## src/rtl/sm_clk_en_gen_pkg.sv

```systemverilog
// ---------------------------------------------------------------------------
// sm_clk_en_gen_pkg
// Shared definitions for the CPU clock-enable generator.
// Holds the run/step/halt mode encodings and a small helper that classifies a
// mode word. There are no ports. Other files pull this in with
// import sm_clk_en_gen_pkg::*.
// ---------------------------------------------------------------------------
package sm_clk_en_gen_pkg;

   // Mode word as driven by the board switches. Both 00 and 11 mean free-run,
   // so that a switch stuck at either extreme still lets the core run.
   typedef enum logic [1:0] {
      MODE_RUN  = 2'b00,
      MODE_STEP = 2'b01,
      MODE_HALT = 2'b10,
      MODE_RUN2 = 2'b11
   } mode_e;

   // True for either of the two free-run encodings.
   function automatic logic is_run_mode(input logic [1:0] m);
      return (m == MODE_RUN) || (m == MODE_RUN2);
   endfunction

endpackage

```

## src/rtl/sm_sync_debounce.sv

```systemverilog
// ---------------------------------------------------------------------------
// sm_sync_debounce
// Two-flop synchroniser followed by a counting debouncer, for any board push
// button.
//
// Ports:
//   clk   - board clock
//   rst   - asynchronous active-high reset, clears every flop
//   raw   - raw, asynchronous, bouncing button level
//   level - debounced (filtered) level
//   rise  - registered one-cycle pulse, one cycle after level goes 0 -> 1
//
// Parameters:
//   DEB_LEN - consecutive differing samples needed to flip level (>= 1)
//   DEB_W   - counter width, 2**DEB_W must exceed DEB_LEN
// ---------------------------------------------------------------------------
module sm_sync_debounce #(
   parameter int DEB_LEN = 1000,
   parameter int DEB_W   = 10
) (
   input  logic clk,
   input  logic rst,
   input  logic raw,
   output logic level,
   output logic rise
);

   localparam logic [DEB_W-1:0] CNT_LAST = DEB_W'(DEB_LEN - 1);

   logic             sync1;
   logic             sync2;
   logic             prev;
   logic [DEB_W-1:0] cnt;

   // The first two flops only move the raw button into the clock domain;
   // nothing else looks at sync1.
   always_ff @(posedge clk or posedge rst) begin
      if (rst) begin
         sync1 <= 1'b0;
         sync2 <= 1'b0;
      end else begin
         sync1 <= raw;
         sync2 <= sync1;
      end
   end

   // The counter measures how long the synchronised level has disagreed with
   // the filtered level. A single agreeing sample restarts the measurement.
   // The level flips on the DEB_LEN-th consecutive disagreeing sample.
   always_ff @(posedge clk or posedge rst) begin
      if (rst) begin
         cnt   <= '0;
         level <= 1'b0;
      end else if (sync2 != level) begin
         if (cnt == CNT_LAST) begin
            level <= ~level;
            cnt   <= '0;
         end else begin
            cnt <= cnt + 1'b1;
         end
      end else begin
         cnt <= '0;
      end
   end

   // Edge detector. The rise pulse is registered so that users see a clean
   // flop output. It appears one cycle after level goes high and lasts one
   // cycle.
   always_ff @(posedge clk or posedge rst) begin
      if (rst) begin
         prev <= 1'b0;
         rise <= 1'b0;
      end else begin
         prev <= level;
         rise <= level & ~prev;
      end
   end

endmodule

```

## src/rtl/sm_clk_en_gen.sv

```systemverilog
// ---------------------------------------------------------------------------
// sm_clk_en_gen
// Clock-enable generator for the schoolRISCV core. The core runs on the board
// clock and advances only in cycles where clkEn is high.
//
// Ports:
//   clk       - board clock, the only clock
//   rst       - asynchronous active-high reset
//   enable    - global gate; low means no pulses and the divider holds
//   mode      - 00/11 run, 01 single-step, 10 halt
//   divide    - run-mode period minus one
//   stepBtn   - raw bouncing step push-button, active-high
//   clkEn     - registered one-cycle enable pulse
//   running   - registered: high in run mode while enabled
//   tickCount - number of clkEn pulses since reset, wrapping
//
// Parameters:
//   DIV_W, DEB_LEN, DEB_W, CNT_W - widths and debounce length
//   BYPASS - nonzero ties clkEn high in run mode; the divider is then unused
// ---------------------------------------------------------------------------
module sm_clk_en_gen
   import sm_clk_en_gen_pkg::*;
#(
   parameter int DIV_W   = 16,
   parameter int DEB_LEN = 1000,
   parameter int DEB_W   = 10,
   parameter int CNT_W   = 32,
   parameter int BYPASS  = 0
) (
   input  logic             clk,
   input  logic             rst,
   input  logic             enable,
   input  logic [1:0]       mode,
   input  logic [DIV_W-1:0] divide,
   input  logic             stepBtn,
   output logic             clkEn,
   output logic             running,
   output logic [CNT_W-1:0] tickCount
);

   logic [DIV_W-1:0] div;
   logic [DIV_W-1:0] div_next;
   logic [1:0]       mode_prev;
   logic             mode_change;
   logic             clk_en_next;
   logic             running_next;
   logic             step_rise;
   // The filtered level is kept for a future debug LED and is not needed here.
   logic             step_level_unused;
   mode_e            cur_mode;

   sm_sync_debounce #(
      .DEB_LEN (DEB_LEN),
      .DEB_W   (DEB_W)
   ) u_step_deb (
      .clk   (clk),
      .rst   (rst),
      .raw   (stepBtn),
      .level (step_level_unused),
      .rise  (step_rise)
   );

   assign cur_mode    = mode_e'(mode);
   assign mode_change = (mode != mode_prev);

   // Next-state logic for the divider and the pulse.
   // A mode switch restarts the period from zero. It also swallows any pulse
   // on that edge, including a step edge that happens to arrive at the same
   // time. Otherwise, enable low freezes everything. Run mode uses a >=
   // compare, so shrinking divide mid-period fires at once instead of
   // waiting for div to wrap.
   always_comb begin
      div_next     = div;
      clk_en_next  = 1'b0;
      running_next = enable & is_run_mode(mode);
      if (mode_change) begin
         div_next = '0;
      end else if (enable) begin
         case (cur_mode)
            MODE_RUN, MODE_RUN2: begin
               if (BYPASS != 0) begin
                  clk_en_next = 1'b1;
               end else if (div >= divide) begin
                  clk_en_next = 1'b1;
                  div_next    = '0;
               end else begin
                  div_next = div + 1'b1;
               end
            end
            MODE_STEP: begin
               clk_en_next = step_rise;
            end
            MODE_HALT: begin
               clk_en_next = 1'b0;
            end
            default: begin
               clk_en_next = 1'b0;
            end
         endcase
      end
   end

   // State register. tickCount adds the pulse of the previous cycle, so it
   // trails clkEn by one clock and wraps naturally at its width.
   always_ff @(posedge clk or posedge rst) begin
      if (rst) begin
         clkEn     <= 1'b0;
         running   <= 1'b0;
         tickCount <= '0;
         div       <= '0;
         mode_prev <= MODE_RUN;
      end else begin
         clkEn     <= clk_en_next;
         running   <= running_next;
         tickCount <= tickCount + CNT_W'(clkEn);
         div       <= div_next;
         mode_prev <= mode;
      end
   end

endmodule
```

## config.mk

```make
export PLATFORM = sky130hd
export DESIGN_NAME = sm_clk_en_gen
export DESIGN_NICKNAME = d
export VERILOG_FILES = /design/src/rtl/sm_clk_en_gen_pkg.sv /design/src/rtl/sm_sync_debounce.sv /design/src/rtl/sm_clk_en_gen.sv
export SDC_FILE = /design/constraint.sdc
export NUM_CORES = 1
export LEC_CHECK = 0
export ABC_CLOCK_PERIOD_IN_PS = 2400
export CAP_MARGIN = 20
export CORE_AREA = 4 4 113 115
export CTS_BUF_LIST = sky130_fd_sc_hd__clkbuf_4 sky130_fd_sc_hd__clkbuf_8
export DETAILED_ROUTE_END_ITERATION = 10
export DIE_AREA = 0 0 117 119
export PLACE_DENSITY_LB_ADDON = 0.08
export SETUP_SLACK_MARGIN = 0.4
export SYNTH_ARGS = -nofsm -noshare
export SYNTH_HDL_FRONTEND = slang
export SYNTH_HIERARCHICAL = 1
export SYNTH_SLANG_ARGS = --single-unit
export TNS_END_PERCENT = 100
```

## constraint.sdc

```tcl
create_clock -name clk -period 2.4 [get_ports clk]
set_input_delay 0.72 -clock clk [delete_from_list [all_inputs] [get_ports clk]]
set_output_delay 0.72 -clock clk [all_outputs]
set_load 0.1 [all_outputs]
```

Word level (Yosys, flattened, before mapping). Index checks and enable logic that the tools add are counted.

Bits in read-only memories: 0. Latch bits: 0. Bits of input ports: 22. Register bits: 67. Word-level logic and storage cells: 42. Memory bits (writable): 0. Memories kept: 0.

Magnitude comparators: 1. Equal/unequal tests: 6. Multiplexer cells: 10. Multipliers: 0. Reduce and logical (&&, ||, !) cells: 7. Add/subtract/negate cells: 3. Div/mod/pow operators: 0. Shift-type cells: 0. Bitwise logic cells: 4.

Operators by type and width (number): $mux W16 (4); $add A32 B1 Y32 (1); $mux W10 (2); $add A16 B1 Y16 const B (1); $ge A16 B16 Y1 (1); $add A10 B1 Y10 const B (1); $eq A10 B10 Y1 const B (1); $eq A2 B2 Y1 const B (2); $reduce_and A2 Y1 (2); $reduce_bool A2 Y1 (2); $mux W1 (3); $pmux W1 S3 (1); $and A1 B1 Y1 (2); $eq A2 B1 Y1 const B (1); $logic_not A2 Y1 (1); $ne A2 B2 Y1 (1); $not A1 Y1 (2); $reduce_or A2 Y1 (1); $logic_or A1 B1 Y1 (1); $ne A1 B1 Y1 (1).

Depth between registers and ports, before layout.
Word-level depth: 5. Mapped depth: 8.

Cells and area by module. Netlist, hierarchy kept.

Modules (own cells, without submodules): sm_clk_en_gen (cells each 277, area an instance 2869.0 um^2, seq. area each 1301.2 um^2, instances 1); sm_sync_debounce (cells each 62, area an instance 681.9 um^2, seq. area each 375.4 um^2, instances 1).

Worst setup path before layout. Ideal clock, no wire load.

Path type: reg-to-reg. Start: reg tickCount[10]. End: reg tickCount[31]. Data arrival time: 2.235 ns. Cell stages (with the launch flop): 6. Period minus slack after synthesis: 2.393 ns. Slack: 0.007 ns. Path buffers: 0. Setup time: 0.158 ns. Path through: dfrtp_1 > nand3_1 > nor4_1 > nor3b_2 > nand4_1 > xnor2_1.

Cells in the longest elaborated chain, start to end: 1.

Ends and longest elaborated chain: start, declared (RTL line sm_clk_en_gen.sv:38) `output logic [CNT_W-1:0] tickCount`; start signal, assigned (RTL line sm_clk_en_gen.sv:115) `tickCount <= tickCount + CNT_W'(clkEn);`; $add A32 B1 Y32 (RTL line sm_clk_en_gen.sv:115).

No other way between the ends. A chain may end at the register's enable or synchronous reset.

Worst setup path after layout.
Start: in divide[4]. End: reg div[11].

Cells in the longest elaborated chain, start to end: 5.

Ends and longest elaborated chain: start, declared (RTL line sm_clk_en_gen.sv:34) `input logic [DIV_W-1:0] divide,`; $ge A16 B16 Y1 (RTL line sm_clk_en_gen.sv:83) `end else if (div >= divide) begin`; $mux W16 (RTL line sm_clk_en_gen.sv:83); $mux W16 (RTL line sm_clk_en_gen.sv:79) `case (cur_mode)`; $mux W16 (RTL line sm_clk_en_gen.sv:78) `end else if (enable) begin`; $mux W16 (RTL line sm_clk_en_gen.sv:76) `if (mode_change) begin`; end signal, assigned (RTL line sm_clk_en_gen.sv:116) `div <= div_next;`; end, declared (RTL line sm_clk_en_gen.sv:41) `logic [DIV_W-1:0] div;`.

No other way between the ends. The select of a mux whose other input is x is not followed.

==> impl_metrics.tcl <==
set metrics [dict create \
    cts_tree "yes" \
    drt_iter0_drc 82 \
    synthTopCellsByArea "dfrtp_1 (47%), xnor2_1 (7.9%), ha_1 (7.4%), xor2_1 (4.7%), nand3_1 (4.1%)" \
    first_global_vias 2769 \
    final_area_sq_um 5067 \
    synthAdderAreaFrac_pct 7.400 \
    htree_levels 3 \
    synth_xor_area_share_pct 12.58 \
    drc_errors 0 \
    core_sq_um 11810 \
    diodes 0 \
    synth_nets 382 \
    start_util_pct 30.06 \
    via_count 2748 \
    powerDensity_nw_per_um2 466.9 \
    first_pass_iters 4 \
    reg2regPathDepth 9 \
    synthCells 339 \
    ant_nets 0 \
    hpwl_microns 5947 \
    overflow 0 \
    synth_top_family_by_area "simple AND/OR/NAND/NOR gates" \
    place.port_buffers 55 \
    holdPathEnd "u_step_deb/sync2" \
    ctsLongestPathBuffers 2 \
    final_cell_mix "buf_4 (50), dfrtp_1 (41), xnor2_1 (31)" \
    multi_input_area_sq_um 2175 \
    r2r_setup_slack_ns 0.32 \
    synth_top_area_cell "dfrtp_1" \
    slew_viol_final 0 \
    final_net_count 470 \
    min_path_type "reg2reg" \
    clk_latency_ns 0.35 \
    n_fill_cell 1145 \
    die_w_microns 117 \
    grt_pass1_wl_microns 13900 \
    synth_top_area_share_pct 47.22 \
    ys_ff_latch 67 \
    hold_violations 0 \
    placed_area_sq_um 4479 \
    postCtsHoldBufs 0 \
    dieArea_sq_um 13920 \
    cts_sinks 67 \
    drive_above_1_share_pct 42.36 \
    finish.utilization_pct 42.90 \
    routed_wl_microns 8373 \
    ys_types 52 \
    finalCritPeriodShare_pct 87.95 \
    synth_compound_area_share_pct 7.012 \
    grt_max_degree 46 \
    synthMuxAreaShare_pct 0.4228 \
    worst_hold_slack_ns 0.3488 \
    track_usage_pct 12.74 \
    power_mw 2.366 \
    max-cap-violations 0 \
    cp.arrival_ns 2.35 \
    tns_ns 0 \
    regArea_sq_um 1709 \
    synthToLayoutAreaGrowth_pct 42.71 \
    numCtsBuffers 9 \
    synth_enable_flop_cells 0 \
    cp.required_ns 2.63 \
    tightest_slew_ns 0.5929 \
    fin_skew_ns 0.01027 \
    setup-violations-final 0 \
    r2r_end "div[4]" \
    seq_area_frac_synth_pct 47.22 \
    r2r_start "div[0]" \
    yosys_most_used_dff "dfrtp_1" \
    cp-start-kind "input pin" \
    cp-end-kind "flop" \
    p_leak_nw 2.196 \
    ios 56 \
    slew_headroom_pct 60.43 \
    fp.dieH_microns 119 \
    status "finished, final reports clean" \
    yosysWarnings 6 \
    peakVddDrop_uv 195.3 \
    gp_congestion 0.7201 \
    max_freq_ghz 0.4738 \
    netlist_area_sq_um 3551 \
    rsz0062_at_grt "yes" \
    rows 40 \
    antenna_found_initial 0 \
    crit_type "in2reg" \
    root_buffer "clkbuf_8" \
    path_max_fanout 6 \
    final_common_cell "buf_4" \
    via_per_inst 4.746 \
    wl_per_cell_microns 14.46 \
    period_minus_slack_ns 2.111 \
    hp-start "u_step_deb/sync1" \
    syn_area_per_cell_sq_um 10.47 \
    clk_pin_slew_worst_paths_ns 0.07 \
    synth_simple_gate_area_share_pct 22.06 \
    min_path_cells 0 \
    async_flop_share_pct 100.0 \
]
[per-layer routing]
layer / wire length, microns / vias to the layer above / track usage, %
li1: - / 1354 / -
met1: 3912 / 1337 / 17.33
met2: 3999 / 47 / 19.45
met3: 348 / 10 / 3.303
met4: 112 / 0 / 4.588
met5: 0 / - / 0
[Yosys cell counts, drive strengths merged (2+ instances only)]
library cell and n:
a31oi 2, nor2b 3, nand2 25, nor3b 2, nand3 29, nor2 26, buf 2, nand2b 2
a21oi 8, o21ai 4, and4 2, xor2 19, a21o 2, nor3 21, inv 25, nand4 11
dfrtp 67, and3 9, o211a 2, xnor2 32, and2 3, o311ai 2, ha 21
[cell type report]
cell class	count	share of cell area (%)
Multi-Input combinational cell	243	42.91
Tap cell	147	3.630
Timing Repair Buffer	80	13.51
Clock inverter	5	1.210
Sequential cell	67	33.73
Clock buffer	11	2.988
Inverter	26	2.025
[registers in the layout, indices dropped and copies added, names as in the netlist]
register,flops
u_step_deb/sync2,1
u_step_deb/rise,1
tickCount,32
u_step_deb/level,1
mode_prev,2
u_step_deb/prev,1
div,16
running,1
clkEn,1
u_step_deb/sync1,1
u_step_deb/cnt,10
[worst max-delay path: stages]
cell,delay (ns)
clkdlybuf4s50_1,0.45
inv_1,0.04
ha_1,0.28
nand2_2,0.06
nor2_4,0.10
a32oi_4,0.13
buf_6,0.15
a21oi_4,0.18
clkbuf_16,0.19
nor3_2,0.04
[how the worst max path moves through the flow]
stage / startpoint / end / cells after the start
2_1_floorplan: divide[0] / div[9] / 7
5_1_grt: div[0] / div[4] / 9
3_5_place_dp: divide[2] / div[4] / 9
3_3_place_gp: divide[2] / div[14] / 9
6_report: divide[4] / div[11] / 10
4_1_cts: div[0] / div[4] / 9
[through the flow]
stage                     instances  setup slack, ns
final                           579           0.2893
after floorplan                 339           0.2263
after detailed placement        552          -0.4573
after CTS                       573           0.2174
after global routing            579           0.2444
after global placement          552          -0.4180
[report_power, final]
part | internal (mW) | total, mW | switching, mW
Clock | 0.538 | 1.01 | 0.469
Sequential | 1.14 | 1.15 | 0.0101
Combinational | 0.0876 | 0.211 | 0.123
[repair_timing]
item,in CTS,in global routing
gates cloned,1,0
pin swaps,28,10
gates resized for setup,84,20
endpoints found under the setup margin,17,17
setup buffers,4,6
[cell families (layout without fill, tap and decap cells)]
family,after synthesis,after routing
and+or+nand+nor,139,139
adders and majority gates,21,21
xor gates and xnor gates,51,51
DFF,67,67
muxes,1,1
AOI/OAI and AO/OA,31,31
buffers and inverters,29,122
Power figures use the tool's default switching activity.
